### src/rtl/noc_pkg.sv
// Shared NoC constants: port indices, packet field positions and request width.
// Used by the input-port controller (ipctrl) and its route_compute helper.
package noc_pkg;

    localparam int PKT_W     = 64;
    localparam int REQ_W     = 5;
    localparam int HOP_W     = 4;
    localparam int DIR_X_BIT = 62;
    localparam int DIR_Y_BIT = 61;
    localparam int HOP_X_LSB = 52;
    localparam int HOP_Y_LSB = 48;

    typedef enum logic [2:0] {
        PORT_PE = 3'd0,
        PORT_S  = 3'd1,
        PORT_N  = 3'd2,
        PORT_E  = 3'd3,
        PORT_W  = 3'd4
    } port_e;

    function automatic logic [REQ_W-1:0] port_onehot(input port_e p);
        port_onehot = {{(REQ_W-1){1'b0}}, 1'b1} << p;
    endfunction

endpackage

### src/rtl/route_compute.sv
// Combinational XY router: one-hot request plus the packet as presented downstream.
// IPCTRL_HOP_DEC_EN: when defined, the hop field used for routing is decremented.
module route_compute
    import noc_pkg::*;
(
    input  logic [PKT_W-1:0] pkt_i,
    output logic [REQ_W-1:0] req_o,
    output logic [PKT_W-1:0] pkt_o
);

`ifdef IPCTRL_HOP_DEC_EN
    localparam logic [HOP_W-1:0] HOP_DEC = 4'd1;
`else
    localparam logic [HOP_W-1:0] HOP_DEC = 4'd0;
`endif

    logic [HOP_W-1:0] hop_x;
    logic [HOP_W-1:0] hop_y;

    assign hop_x = pkt_i[HOP_X_LSB +: HOP_W];
    assign hop_y = pkt_i[HOP_Y_LSB +: HOP_W];

    // X is exhausted before Y; a packet with both hops at zero has arrived.
    always_comb begin
        req_o = port_onehot(PORT_PE);
        pkt_o = pkt_i;
        if (hop_x != '0) begin
            req_o = pkt_i[DIR_X_BIT] ? port_onehot(PORT_W) : port_onehot(PORT_E);
            pkt_o[HOP_X_LSB +: HOP_W] = hop_x - HOP_DEC;
        end else if (hop_y != '0) begin
            req_o = pkt_i[DIR_Y_BIT] ? port_onehot(PORT_S) : port_onehot(PORT_N);
            pkt_o[HOP_Y_LSB +: HOP_W] = hop_y - HOP_DEC;
        end
    end

endmodule

### src/rtl/ipctrl.sv
// NoC input-port controller: even/odd ping-pong packet buffers selected by polarity.
// IPCTRL_HOP_DEC_EN (in route_compute) decrements the routing hop on presentation.
module ipctrl
    import noc_pkg::*;
(
    input  logic             clk,
    input  logic             reset,
    input  logic             polarity,
    input  logic             send_in,
    input  logic [PKT_W-1:0] data_in,
    output logic             ready_in,
    output logic [REQ_W-1:0] req,
    output logic [PKT_W-1:0] data_out,
    input  logic             clear
);

    logic [PKT_W-1:0] buf_even_q, buf_even_d;
    logic [PKT_W-1:0] buf_odd_q,  buf_odd_d;
    logic             full_even_q, full_even_d;
    logic             full_odd_q,  full_odd_d;

    logic             wr_full;
    logic             rd_full;
    logic [PKT_W-1:0] rd_buf;
    logic             wr_en;
    logic             clr_en;
    logic [REQ_W-1:0] route_req;

    // polarity=0 writes even and reads odd; polarity=1 the reverse.
    assign wr_full = polarity ? full_odd_q : full_even_q;
    assign rd_full = polarity ? full_even_q : full_odd_q;
    assign rd_buf  = polarity ? buf_even_q : buf_odd_q;

    assign ready_in = ~wr_full;
    assign wr_en    = send_in & ~wr_full;
    assign clr_en   = clear & rd_full;

    always_comb begin
        buf_even_d  = buf_even_q;
        buf_odd_d   = buf_odd_q;
        full_even_d = full_even_q;
        full_odd_d  = full_odd_q;
        if (wr_en) begin
            if (polarity) begin
                buf_odd_d  = data_in;
                full_odd_d = 1'b1;
            end else begin
                buf_even_d  = data_in;
                full_even_d = 1'b1;
            end
        end
        // Write and clear always hit opposite buffers, so both may apply.
        if (clr_en) begin
            if (polarity) full_even_d = 1'b0;
            else          full_odd_d  = 1'b0;
        end
    end

    always_ff @(posedge clk or posedge reset) begin
        if (reset) begin
            buf_even_q  <= '0;
            buf_odd_q   <= '0;
            full_even_q <= 1'b0;
            full_odd_q  <= 1'b0;
        end else begin
            buf_even_q  <= buf_even_d;
            buf_odd_q   <= buf_odd_d;
            full_even_q <= full_even_d;
            full_odd_q  <= full_odd_d;
        end
    end

    route_compute u_route (
        .pkt_i (rd_buf),
        .req_o (route_req),
        .pkt_o (data_out)
    );

    assign req = rd_full ? route_req : '0;

endmodule

### config.mk
export PLATFORM = sky130hd
export DESIGN_NAME = ipctrl
export DESIGN_NICKNAME = d
export VERILOG_FILES = /design/src/rtl/noc_pkg.sv /design/src/rtl/route_compute.sv /design/src/rtl/ipctrl.sv
export SDC_FILE = /design/constraint.sdc
export NUM_CORES = 1
export LEC_CHECK = 0
export CAP_MARGIN = 20
export CORE_ASPECT_RATIO = 0.5
export CORE_UTILIZATION = 56
export DETAILED_ROUTE_END_ITERATION = 10
export PLACE_DENSITY = 0.88
export SLEW_MARGIN = 20
export SYNTH_ARGS = -nofsm -noshare
export SYNTH_HDL_FRONTEND = slang
export SYNTH_HIERARCHICAL = 1
export SYNTH_SLANG_ARGS = --single-unit
### constraint.sdc
create_clock -name clk -period 7.7 [get_ports clk]
set_input_delay 1.925 -clock clk [delete_from_list [all_inputs] [get_ports clk]]
set_output_delay 1.925 -clock clk [all_outputs]
set_load 0.005 [all_outputs]
==> impl_results.md, run 1 <==
* Tightest Pin Transition at 966 ps
* Sw Ratio at 0.234
* Commonest cells after routing, fill and taps aside: clkdlybuf4s50_1 (137), dfrtp_1 (130), mux2_4 (120)
* Crit path DAT at around 4200 ps
* Post-route core utilization at 0.735
* Max VDD drop at 0.153 mV
* Tcrit/Tclk final at 0.797
* Detailed-placement wirelength estimate at between 8000 and 9000 um
* Maxcap violations at 0
* CTS tree: built
* DRC at 0
* R2R Setup Slk at about 5400 ps
* Critical setup path kind: in -> out
* First-pass GRT wire length at 20500 um
* Largest net degree at the start of global routing at 83
* Final Total Pwr at between 2000 and 3000 uW
* FMAX at 163 MHz
* I/O pin cnt at about 140
* Worst Path Required at 5780 ps
* Die area at between 10000 and 15000 sq um
* Worst hold-check path type: reg -> reg
* TritonCTS Buffers at 17
* Endpoints failing hold at 0
* Final Slew Violations at 0
* Via/cell ratio at between 5 and 6
* Setup TNS at 0 ps
* Outcome: finished, final reports clean
* Wirelength per Cell at 18.5 um
* Die width at between 150 and 200 um
* Clock network power share at 0.368
* Area delta synth->final at 23.4%
* Sequential share of power at 0.374
* CTS Sinks at 130
* Reg2reg end: buf_odd_q[39]$_DFFE_PP0P_
* Area leader, netlist: dfrtp_1
* Commonest non-fill, non-tap cell in the layout: clkdlybuf4s50_1
* DRT Pass-1 Iters at 3
* Ant diodes at 0
* Mapped Nets at 499
* Post-synthesis register bit count at 130
* Crit end category: output pin
* Sw Pwr at 587 uW
* GR Util All Layers at 0.218
* Placed Cells at about 650
* Port bufs at 138
* Setup Fix Bufs, Post-CTS at 0
* Gpl congestion at 0.711
* Vias at roughly 3500
* CP Max Fanout at 41
* Ys Warns at 6
* Syn Area/Cell at 15.7 sq um
* Leak at 0.00375 uW
* Worst skew pair latency at 410 ps
* Unique masters post-synth at 19
* Clock root cell: clkbuf_16
* WHS at 505 ps
* Share of the synthesized area in the top cell type at 0.481
* Die height at 79.7 um
* H-tree levels at 4
* Min cycle time layout at 6140 ps
* Vias in the first global route at 3884
* Row count at 27
* Clock-pin slew on the worst setup and hold paths at ~60 ps
* Synthesized area at 6760 sq um
* Fill cells at approximately 750
* Post-route ant nets at 0
* GRT Residual Overflow at 0
* Final clock skew at 6.83 ps
* Critical R2R Launch: full_odd_q$_DFF_PP0_
* PostCTS Resize Cnt at 0
* Rel. slew slack at 0.356
* Post-Layout Cell Count at 678
* Core ar. at 11400 sq um
* Clock tree buffer depth at 2
* 1st-iter DRT viols at 151
* Layout cells sized above 1 at 0.453
* PwrDens at between 300 and 400 nW/um^2
* Combinational power share at 0.258
* Initial antenna violation count at 0
* Worst setup path endpoint: req[2]
* Initial Utilization at 0.596
* Internal power at 1930 uW
* Main area contributors after synthesis: dfrtp_1 (48%), mux2_4 (27%), mux2_2 (12%), buf_4 (7.3%), buf_12 (1.8%)
* CP Launch Point: polarity
* CP Launch Type: primary input
* RSZ-0062 raised after global routing: false
* Total wire length at around 13000 um
* Worst r2r path cells at 3
* Final Setup Violations at 0
* Sequential share of the synthesized area at 0.481
* Mapped Cells at 430
* Layout Nets at 575
* CTS Hold Bufs at 0
## critical path, cell delays in order
cell,delay (ps)
buf_4,460
mux2_2,420
or4_4,580
nor3_2,160
nor2b_1,150
clkdlybuf4s50_1,520
## power by group through the flow
| stage | clock [uW] | combinational, uW | sequential [uW] |
|---|---|---|---|
| after floorplan | 0 | 515 | 912 |
| after global placement | 0 | 635 | 938 |
| after detailed placement | 0 | 654 | 943 |
| after CTS | 938 | 659 | 939 |
| after global routing | 975 | 692 | 958 |
| final | 925 | 649 | 938 |
## worst min-delay path by stage
stage                                    start  slack [ps]                          to  cells after the start
floorplan           buf_even_q[59]$_DFFE_PP0P_         470  buf_even_q[59]$_DFFE_PP0P_                      1
global placement     buf_odd_q[40]$_DFFE_PP0P_         480   buf_odd_q[40]$_DFFE_PP0P_                      1
detailed placement  buf_even_q[40]$_DFFE_PP0P_         490  buf_even_q[40]$_DFFE_PP0P_                      1
CTS                   buf_odd_q[2]$_DFFE_PP0P_         510    buf_odd_q[2]$_DFFE_PP0P_                      1
global route         buf_odd_q[17]$_DFFE_PP0P_         520   buf_odd_q[17]$_DFFE_PP0P_                      1
finish                buf_odd_q[2]$_DFFE_PP0P_         500    buf_odd_q[2]$_DFFE_PP0P_                      1
## synth_stat cells
library cell  number
dfrtp_1          130
mux2_4           120
mux2_2            72
buf_4             66
buf_6              8
nor2b_1            7
buf_12             6
buf_2              6
a21oi_1            2
inv_1              2
mux2i_1            2
nor3b_2            2
a22o_1             1
and2_1             1
nand2_1            1
nand3b_1           1
nor3_2             1
nor4_1             1
or4_4              1
## logic make-up (layout without fill, tap and decap cells)
family,Yosys count,in the layout,share of synthesized area
buffers and inverters,88,177,0.110
muxes,194,194,0.389
AOI/OAI and AO/OA,3,3,0.00278
and+or+nand+nor,15,15,0.0168
DFF,130,130,0.481
## cell type report
class / count / area [sq um] / share of cell area
clock inverters: 15 / 254 / 0.0304
inverters: 2 / 12.5 / 0.00150
flip-flops and latches: 130 / 3250 / 0.390
well taps: 159 / 199 / 0.0238
repair buffers: 143 / 1430 / 0.171
multi-input cells: 212 / 2770 / 0.332
clock buffers: 17 / 425 / 0.0510
## per-stage QoR
step	area (sq um)	worst slack (ps)
2_1_floorplan	6760	2310
3_3_place_gp	7660	1590
3_5_place_dp	7660	1550
4_1_cts	8340	1530
5_1_grt	8340	1360
6_report	8340	1560
## per-layer routing
layer,up-vias,share of wire,global-route usage
met5,-,0,0
met4,0,0.013,0.0738
met3,17,0.041,0.0532
met2,74,0.49,0.374
met1,1801,0.45,0.272
li1,1591,-,-
## sequential cells by signal, indices dropped and copies added, names as in the netlist
| register | count |
|---|---|
| buf_even_q | 64 |
| full_odd_q | 1 |
| full_even_q | 1 |
| buf_odd_q | 64 |
Note: power is estimated with default switching activity, not from simulation.
==> run 2: changes to the inputs <==
--- a/config.mk
+++ b/config.mk
@@ -7,9 +7,9 @@
 export LEC_CHECK = 0
 export CAP_MARGIN = 20
 export CORE_ASPECT_RATIO = 0.5
-export CORE_UTILIZATION = 56
+export CORE_UTILIZATION = 52
 export DETAILED_ROUTE_END_ITERATION = 10
-export PLACE_DENSITY = 0.88
+export PLACE_DENSITY = 0.83
 export SLEW_MARGIN = 20
 export SYNTH_ARGS = -nofsm -noshare
 export SYNTH_HDL_FRONTEND = slang
==> constraint.sdc (replaced) <==
create_clock -name clk -period 6.4 [get_ports clk]
set_input_delay 1.6 -clock clk [delete_from_list [all_inputs] [get_ports clk]]
set_output_delay 1.6 -clock clk [all_outputs]
set_load 0.005 [all_outputs]
==> impl_results.md, run 2 (synthesis results as in run 1) <==
* Rel. slew slack at 0.361
* First-pass GRT wire length at approximately 19000 um
* Clock root cell: clkbuf_16
* Clock network power share at 0.360
* Maxcap violations at 0
* Crit end category: output pin
* Worst r2r path cells at 3
* PostCTS Resize Cnt at 0
* Biggest regs: buf_even_q: 64 flops, buf_odd_q: 64 flops
* Final Setup Violations at 0
* Initial antenna violation count at 0
* GRT Residual Overflow at 0
* Post-Layout Cell Count at roughly 690
* Layout Nets at 576
* Worst hold-check path type: reg -> reg
* Gpl congestion at 0.773
* Die height at 82.6 um
* Hold Crit Depth at 1
* Slowest stage delay, CP at 690 ps
* PnR worst setup slack at between 1000 and 1500 ps
* Setup Fix Bufs, Post-CTS at 0
* Largest net degree at the start of global routing at 86
* Area delta synth->final at 23.1%
* Core ar. at 12700 sq um
* WHS at 503 ps
* Grt met3 use at 0.0480
* Vias in the first global route at 3637
* Final instance area at 8320 sq um
* CP max stage cell: buf_4
* CTS tree: built
* Clock-pin slew on the worst setup and hold paths at 60 ps
* Worst Path Buf+Inv at 3
* Pre-CTS setup slack at 988 ps
* Setup TNS at 0 ps
* CTS Hold Bufs at 0
* CTS Sinks at 130
* Final clock skew at about 9.9 ps
* Detailed-placement wirelength estimate at 7780 um
* Tightest Pin Transition at ~960 ps
* I/O pin cnt at between 100 and 150
* Outcome: finished, final reports clean
* Crit path max-delay family: buffers and inverters
* Endpoints failing hold at 0
* GR Util All Layers at 0.191
* RSZ-0062 raised after global routing: false
* Worst path most repeated cell: buf_4
* Commonest cells after routing, fill and taps aside: clkdlybuf4s50_1 (137), dfrtp_1 (130), mux2_4 (120)
* 1st-iter DRT viols at 102
* PwrDens at 357 nW/um^2
* Combinational power share at 0.262
* Worst-path cell chain: buf_4 > buf_4 > mux2_2 > nor3_2 > nor2b_1 > clkdlybuf4s50_1
* Tcrit/Tclk final at 0.837
* Min cycle time layout at 5360 ps
* Die width at 163 um
* TritonCTS Buffers at 17
* Final Slew Violations at 0
* Worst Hold Launch: buf_even_q[10]$_DFFE_PP0P_
* DRT Pass-1 Iters at 4
* CP Launch Type: primary input
* Grt met2 use at 0.316
* Initial Utilization at 0.534
* Total wire length at about 12000 um
* Most crowded layer after global routing: met2
* Port bufs at 138
* Sw Ratio at 0.233
* Global Route met1 Usage at 0.254
* Critical R2R Launch: full_even_q$_DFF_PP0_
* Reg2reg end: buf_even_q[59]$_DFFE_PP0P_
* H-tree levels at 4
* Sequential share of power at 0.378
* Hold path endpoint: buf_even_q[10]$_DFFE_PP0P_
* Internal power at 2280 uW
* FMAX at 187 MHz
* Critical setup path kind: in -> out
* Die area at approximately 13000 sq um
* Placed inst area at 7670 sq um
* Register Area at 3250 sq um
* Placed Cells at 658
* Ant diodes at 0
* Layout cells sized above 1 at 0.453
* Area of the multi-input gates at 2770 sq um
* Vias at 3442
* Post-route ant nets at 0
* Fill cells at just over 900
* CP Max Fanout at 61
* Max VDD drop at 0.212 mV
* R2R Setup Slk at 4440 ps
* Sw Pwr at 693 uW
* Worst skew pair latency at ~400 ps
* Worst Path Required at 4800 ps
* Leak at between 0.003 and 0.004 uW
* Crit path DAT at roughly 3800 ps
* Wirelength per Cell at 17.7 um
* Commonest non-fill, non-tap cell in the layout: clkdlybuf4s50_1
* Row count at 29
* Via/cell ratio at 5.00
* Clock tree buffer depth at 2
* DRC at 0
-- run 2: worst max-delay path by stage --
stage,start,to,cells after the start
detailed placement,polarity,req[2],6
global placement,polarity,req[2],6
floorplan,reset,buf_even_q[0]$_DFFE_PP0P_,1
finish,polarity,req[2],6
global route,polarity,req[2],6
CTS,polarity,req[2],6
-- run 2: stage by stage --
stage                     power [uW]  utilization
after detailed placement        1920        0.606
after global routing            3110        0.657
final                           2970        0.657
after global placement          1890        0.606
after CTS                       3000        0.657
after floorplan                 1720            -
-- run 2: power by group through the flow --
stage	clock (uW)	sequential, uW	combinational, uW
final	1070	1120	780
after global routing	1130	1150	836
after CTS	1090	1120	790
after detailed placement	0	1130	787
after global placement	0	1120	767
after floorplan	0	1100	619
-- run 2: per-layer routing --
metal	share of wire	wire (um)	vias to the layer above
li1	-	-	1593
met1	0.47	5670	1783
met2	0.49	6020	59
met3	0.033	400	7
met4	0.0067	82	0
met5	0	0	-
-- run 2: final cells by class --
class,count,area share
clock buffers,17,0.0511
clock inverters,14,0.0271
inverters,2,0.00150
multi-input cells,212,0.333
flip-flops and latches,130,0.391
well taps,170,0.0256
repair buffers,144,0.171
==> run 3: changes to the inputs <==
--- a/config.mk
+++ b/config.mk
@@ -7,9 +7,9 @@
 export LEC_CHECK = 0
 export CAP_MARGIN = 20
 export CORE_ASPECT_RATIO = 0.5
-export CORE_UTILIZATION = 52
+export CORE_UTILIZATION = 47
 export DETAILED_ROUTE_END_ITERATION = 10
-export PLACE_DENSITY = 0.83
+export PLACE_DENSITY = 0.79
 export SLEW_MARGIN = 20
 export SYNTH_ARGS = -nofsm -noshare
 export SYNTH_HDL_FRONTEND = slang
==> constraint.sdc (replaced) <==
create_clock -name clk -period 4.5 [get_ports clk]
set_input_delay 1.125 -clock clk [delete_from_list [all_inputs] [get_ports clk]]
set_output_delay 1.125 -clock clk [all_outputs]
set_load 0.005 [all_outputs]
==> impl_results.md, run 3 (synthesis results as in run 1) <==
* Die height at 86.8 um
* Area of the multi-input gates at about 2800 sq um
* Initial Utilization at 0.491
* CP Max Fanout at 15
* CTS Sinks at 130
* Vias at 3468
* Biggest regs: buf_even_q: 64 flops, buf_odd_q: 64 flops
* Endpoints failing hold at 0
* Die area at around 15000 sq um
* PwrDens at 481 nW/um^2
* Placed Cells at 683
* CTS tree: built
* Worst Hold Launch: buf_even_q[20]$_DFFE_PP0P_
* Leak at 0.00371 uW
* First-pass GRT wire length at between 20000 and 25000 um
* PostCTS Resize Cnt at 0
* Maxcap violations at 0
* Max VDD drop at 0.256 mV
* Final instance area at a little over 8000 sq um
* Setup TNS at 0 ps
* Worst skew pair latency at 400 ps
* CP Launch Type: primary input
* Pre-CTS setup slack at 186 ps
* Worst r2r path cells at 3
* Layout cells sized above 1 at 0.457
* Via/cell ratio at 4.85
* Initial antenna violation count at 0
* Critical setup path kind: in -> out
* 1st-iter DRT viols at 125
* Final clock skew at 7.99 ps
* Final Setup Violations at 0
* Largest net degree at the start of global routing at 96
* R2R Setup Slk at around 2900 ps
* I/O pin cnt at 139
* Clock tree buffer depth at 2
* Row count at 30
* Commonest cells after routing, fill and taps aside: clkdlybuf4s50_1 (137), dfrtp_1 (130), mux2_4 (120)
* Clock-pin slew on the worst setup and hold paths at about 60 ps
* Rel. slew slack at 0.474
* Post-Layout Cell Count at 715
* Setup Fix Bufs, Post-CTS at 0
* Reg2reg end: buf_even_q[59]$_DFFE_PP0P_
* Clock root cell: clkbuf_16
* Post-route ant nets at 0
* DRC at 0
* Tcrit/Tclk final at 0.958
* Outcome: finished, final reports clean
* Total wire length at 12700 um
* Critical R2R Launch: full_even_q$_DFF_PP0_
* Area delta synth->final at 22.8%
* FMAX at about 230 MHz
* Port bufs at approximately 140
* Gpl congestion at 0.688
* WHS at between 500 and 600 ps
* GRT Residual Overflow at 0
* Worst hold-check path type: reg -> reg
* PnR worst setup slack at 187 ps
* CTS Hold Bufs at 0
* Placed inst area at 7750 sq um
* Commonest non-fill, non-tap cell in the layout: clkdlybuf4s50_1
* Hold Crit Depth at 1
* Final Slew Violations at 0
* Fill cells at 1056
* Ant diodes at 0
* Vias in the first global route at between 3000 and 4000
* Layout Nets at 579
* Hold path endpoint: buf_even_q[20]$_DFFE_PP0P_
* Tightest Pin Transition at 788 ps
* TritonCTS Buffers at 17
* Min cycle time layout at 4310 ps
* H-tree levels at 4
* Core ar. at 13800 sq um
* Crit end category: output pin
* Worst Path Required at about 3400 ps
* RSZ-0062 raised after global routing: false
* Die width at 172 um
* Crit path DAT at between 3000 and 4000 ps
* Wirelength per Cell at approximately 18 um
* DRT Pass-1 Iters at 4
* Detailed-placement wirelength estimate at approximately 8500 um
* Register Area at 3250 sq um
* GR Util All Layers at 0.180
run 3: where the power goes:
part,total (uW),internal (uW),leakage [uW],switching (uW)
Combinational,1120,803,0.00191,312
Sequential,1600,1450,0.00153,152
Clock,1280,765,0.000272,518
run 3: worst max path at each step:
| stage | depth (start not counted) | start | slack (ps) | end |
|---|---|---|---|---|
| final | 6 | polarity | 190 | req[0] |
| after global routing | 6 | polarity | 150 | req[1] |
| after CTS | 6 | polarity | 190 | req[0] |
| after detailed placement | 6 | polarity | 190 | req[0] |
| after global placement | 6 | polarity | 250 | req[1] |
| after floorplan | 6 | polarity | 730 | req[1] |
run 3: final cells by class:
| type | instances | area share |
|---|---|---|
| clock inverter | 11 | 0.00934 |
| timing repair buffer | 147 | 0.177 |
| sequential | 130 | 0.392 |
| clock buffer | 21 | 0.0578 |
| tap | 192 | 0.0289 |
| inverter | 2 | 0.00136 |
| multi-input combinational | 212 | 0.334 |
run 3: stage by stage:
step / util / total power, uW
detailed placement: 0.562 / 2740
finish: 0.603 / 4000
CTS: 0.603 / 4050
global placement: 0.562 / 2710
global route: 0.603 / 4180
floorplan: - / 2440
run 3: metal layers:
metal  part of all wire  wire (um)  GRT usage
met5                  0          0          0
met3              0.045        575     0.0447
met4              0.011        137     0.0649
met1               0.45       5760      0.226
met2               0.49       6250      0.304
run 3: worst max-delay path: stages:
cell and delay, ps:
buf_4 240, mux2_2 380, or4_4 580, nor2b_1 140, nor2b_1 170, clkdlybuf4s50_1 520
==> edit 1: new RTL, config.mk and constraints of run 3 <==
`HOP_W`: 4 -> 6.
--- a/src/rtl/noc_pkg.sv
+++ b/src/rtl/noc_pkg.sv
@@ -5,5 +5,5 @@
     localparam int PKT_W     = 64;
     localparam int REQ_W     = 5;
-    localparam int HOP_W     = 4;
+    localparam int HOP_W     = 6;
     localparam int DIR_X_BIT = 62;
     localparam int DIR_Y_BIT = 61;
Behaviour: not the same (Yosys sat finds a counterexample within 4 cycles, from zero or initial values and one cycle with reset high).
==> edit 1 against run 3 <==
- sequential cell count unchanged
- maximum frequency rose by 2.4%
- final area rose by 1.2%
- synthesized area rose by 0.31%
- total power grew 4.8%
- global-route usage down 0.38 points
- clock skew is 0.0022 ns lower
- critical endpoint is now req[2]
- routed wire length shrank 3.6%
- setup slack improved by 0.10 ns
==> edit 1: results (changes against run 3) <==
| Metric | Value |
|---|---|
| Worst slew pin tran | `0.816 ns (+0.0281 ns)` |
| Final wirelength | `12.3 mm (-3.6%)` |
| Cell Area, Placed | `0.00776 mm^2 (+0.11%)` |
| Global-route wire length before repair | `20.2 mm (-1.8%)` |
| Synth area leaders | `dfrtp_1, mux2_4, mux2_2` |
| Vias per cell | `4.85 (about the same)` |
| Sequential share of the synthesized area | `48.0% (-0.15 points)` |
| GR Util All Layers | `17.7% (-0.38 points)` |
| Synthesized instance count | `433 (+0.70%)` |
| Worst slack, placed | `0.261 ns (+0.0753 ns)` |
| Pint | `3220 uW (+6.9%)` |
| Min-delay src | `buf_odd_q[39]` |
| Vias in the first global route | `3,898 (-0.31%)` |
| Final WS setup | `0.290 ns (+0.103 ns)` |
| Drt initial violations | `105 (-16%)` |
| Worst vdd ir | `310 uV (+21%)` |
| WHS | `0.502 ns (+0.000595 ns)` |
| Gpl congestion | `0.696 (+1.2%)` |
| Slowest stage delay, CP | `0.56 ns (-0.02 ns)` |
| Layout cells sized above 1 | `45.6% (-0.071 points)` |
| Final setup skew | `0.00582 ns (-0.00217 ns)` |
| HPWL after DPL | `8.02 mm (-5.3%)` |
| Pin count of the biggest net entering global routing | `85 (-11%)` |
| Leakage power | `0.00375 uW (+1.1%)` |
| WP data arrival | `3.09 ns (-0.10 ns)` |
| Outcome | `finished, final reports clean` |
| Finished Layout Cells | `718 (+0.42%)` |
| Crit path max fanout | `6 (-9)` |
| Post-layout nets | `582 (+0.52%)` |
[edit 1: cells by family after synthesis]
group           count (synthesis)  share of synthesized area [%]
buf+inv                        88                           11.0
mux                           194                           38.8
simple gates                   16                           1.81
flops                         130                           48.0
compound gates                  5                          0.461
[edit 1: final cells by class]
class | instances | area [um^2]
clock inverters | 12 | 179
inverters | 2 | 11.3
multi-input cells | 215 | 2790
clock buffers | 20 | 467
well taps | 192 | 240
fillers | 1069 | 5410
flip-flops and latches | 130 | 3250
repair buffers | 147 | 1460
[edit 1: power by group through the flow]
stage          clock [uW]  sequential, uW  combinational [uW]
2_1_floorplan           0            1560                 888
3_3_place_gp            0            1600                1100
3_5_place_dp            0            1610                1130
4_1_cts              1520            1600                1140
5_1_grt              1580            1630                1200
6_report             1480            1590                1120
[edit 1: metal layers]
layer | track usage [%] | wire, um | vias up
met5 | 0 | 0 | -
li1 | - | - | 1618
met1 | 22.6 | 5780 | 1802
met4 | 5.55 | 66 | 0
met3 | 3.82 | 393 | 7
met2 | 30.0 | 6030 | 54
==> edit 2: new RTL, settings of run 3 <==
Without the edit above. Take the reset off `buf_even_q` and load it in a clocked block of its own.
--- a/src/rtl/ipctrl.sv
+++ b/src/rtl/ipctrl.sv
@@ -59,14 +59,16 @@
     always_ff @(posedge clk or posedge reset) begin
         if (reset) begin
-            buf_even_q  <= '0;
             buf_odd_q   <= '0;
             full_even_q <= 1'b0;
             full_odd_q  <= 1'b0;
         end else begin
-            buf_even_q  <= buf_even_d;
             buf_odd_q   <= buf_odd_d;
             full_even_q <= full_even_d;
             full_odd_q  <= full_odd_d;
         end
+    end
+
+    always_ff @(posedge clk) begin
+        buf_even_q <= buf_even_d;
     end
 
Formal check against the unedited RTL: not equivalent (a bounded check fails within 4 cycles, from zero or initial values and one cycle with reset high).
==> edit 2 against run 3 <==
- synthesized cell count down 17%
- die area down 11%
- final area down 7.3%
- synthesized area down 11%
- sequential cell count unchanged
- largest power group unchanged
- setup slack worse by 0.0019 ns
- routed wire length down 17%
- first-iteration DRC count down 19%
- total power down 11%
- sequential power down 8%
- largest cell class unchanged
- core utilization up 3.2 points
- clock power up 13%
==> edit 2: results (changes against run 3) <==
| Metric | Value |
|---|---|
| Core Util, Final | `63.5% (+3.2 points)` |
| Fillers | `917 (-13%)` |
| Routed length on met2 | `5.55 mm (-11%)` |
| Grt met3 use | `3.59% (-0.89 points)` |
| Post-synth ARST share | `50.8% (-49 points)` |
| R2R Setup Slk | `2.86 ns (-0.02 ns)` |
| Cell Area, Placed | `0.00706 mm^2 (-8.9%)` |
| Outcome | `finished, final reports clean` |
| I/O Buffers | `138 (unchanged)` |
| Multiplexer share of the synthesized area | `28.1% (-11 points)` |
| Synth Flop Type | `dfrtp_1` |
| Met2 Usage GRT | `29.6% (-0.87 points)` |
| Yosys cell types | `20 (+1)` |
| Comb. pwr | `637 uW (-43%)` |
| Final WS setup | `0.185 ns (-0.00190 ns)` |
| Comb pwr share | `17.9% (-10 points)` |
| Finished Layout Cells | `624 (-13%)` |
| Post-layout nets | `515 (-11%)` |
| Post-synth EDFFs | `64 (+64)` |
| HPWL after DPL | `7.10 mm (-16%)` |
| Syn Nets | `428 (-14%)` |
| Drt initial violations | `101 (-19%)` |
| Worst slew pin tran | `0.682 ns (-0.106 ns)` |
| DR vias | `2,976 (-14%)` |
| GR Util All Layers | `16.4% (-1.6 points)` |
| Post-synthesis compound-gate area fraction | `0.313% (+0.035 points)` |
| Synth area leaders | `edfxtp_1, dfrtp_1, mux2_4` |
| Sequential share of the synthesized area | `59.6% (+11 points)` |
| Pin count of the biggest net entering global routing | `49 (-49%)` |
| Final setup skew | `0.00685 ns (-0.00114 ns)` |
| Placed insts | `592 (-13%)` |
| DRT Pass-1 Iters | `4 (unchanged)` |
| GRT met1 Usage | `19.9% (-2.7 points)` |
| Crit path max fanout | `12 (-3)` |
| Power share of the sequential group | `41.5% (+1.5 points)` |
| Vias in the first global route | `3,107 (-21%)` |
| Pint | `2810 uW (-6.9%)` |
| Top-count cell post-synth | `mux2_2` |
| Leakage power | `0.00313 uW (-16%)` |
| M1 WL | `4.63 mm (-20%)` |
| Layout cells sized above 1 | `38.1% (-7.6 points)` |
| Global-route wire length before repair | `16.2 mm (-21%)` |
| Worst vdd ir | `250 uV (-2.7%)` |
| Syn avg cell area | `16.7 um^2 (+6.2%)` |
| Synth top cells by count | `mux2_2, dfrtp_1, buf_4` |
| CP Capture Point | `req[1]` |
| WL met3 | `360 um (-37%)` |
| Gpl congestion | `0.748 (+8.8%)` |
| Final wirelength | `10.6 mm (-17%)` |
| Reg2reg start | `full_odd_q` |
| R2r endpoint | `buf_odd_q[11]` |
## edit 2: cell count changes after synthesis
cell / change
dfrtp_1: -64
edfxtp_1: +64
mux2_4: -60
buf_12: -6
mux2_2: -4
buf_2: +1
buf_4: -1
buf_6: -1
nor3b_1: +1
nor3b_2: -1
## edit 2: final cells by class
type	instances	share of cell area [%]
flip-flops and latches	130	46.4
multi-input cells	148	23.7
repair buffers	147	18.8
clock buffers	19	5.89
well taps	165	2.68
clock inverters	13	2.39
inverters	2	0.0975
## edit 2: how the worst min path moves through the flow
stage	startpoint	to	slack [ns]	cells after the start
5_1_grt	buf_odd_q[19]	buf_odd_q[19]	0.52	1
4_1_cts	buf_odd_q[25]	buf_odd_q[25]	0.51	1
3_3_place_gp	buf_odd_q[11]	buf_odd_q[11]	0.49	1
3_5_place_dp	buf_odd_q[25]	buf_odd_q[25]	0.49	1
6_report	buf_odd_q[25]	buf_odd_q[25]	0.50	1
2_1_floorplan	buf_odd_q[10]	buf_odd_q[10]	0.48	1
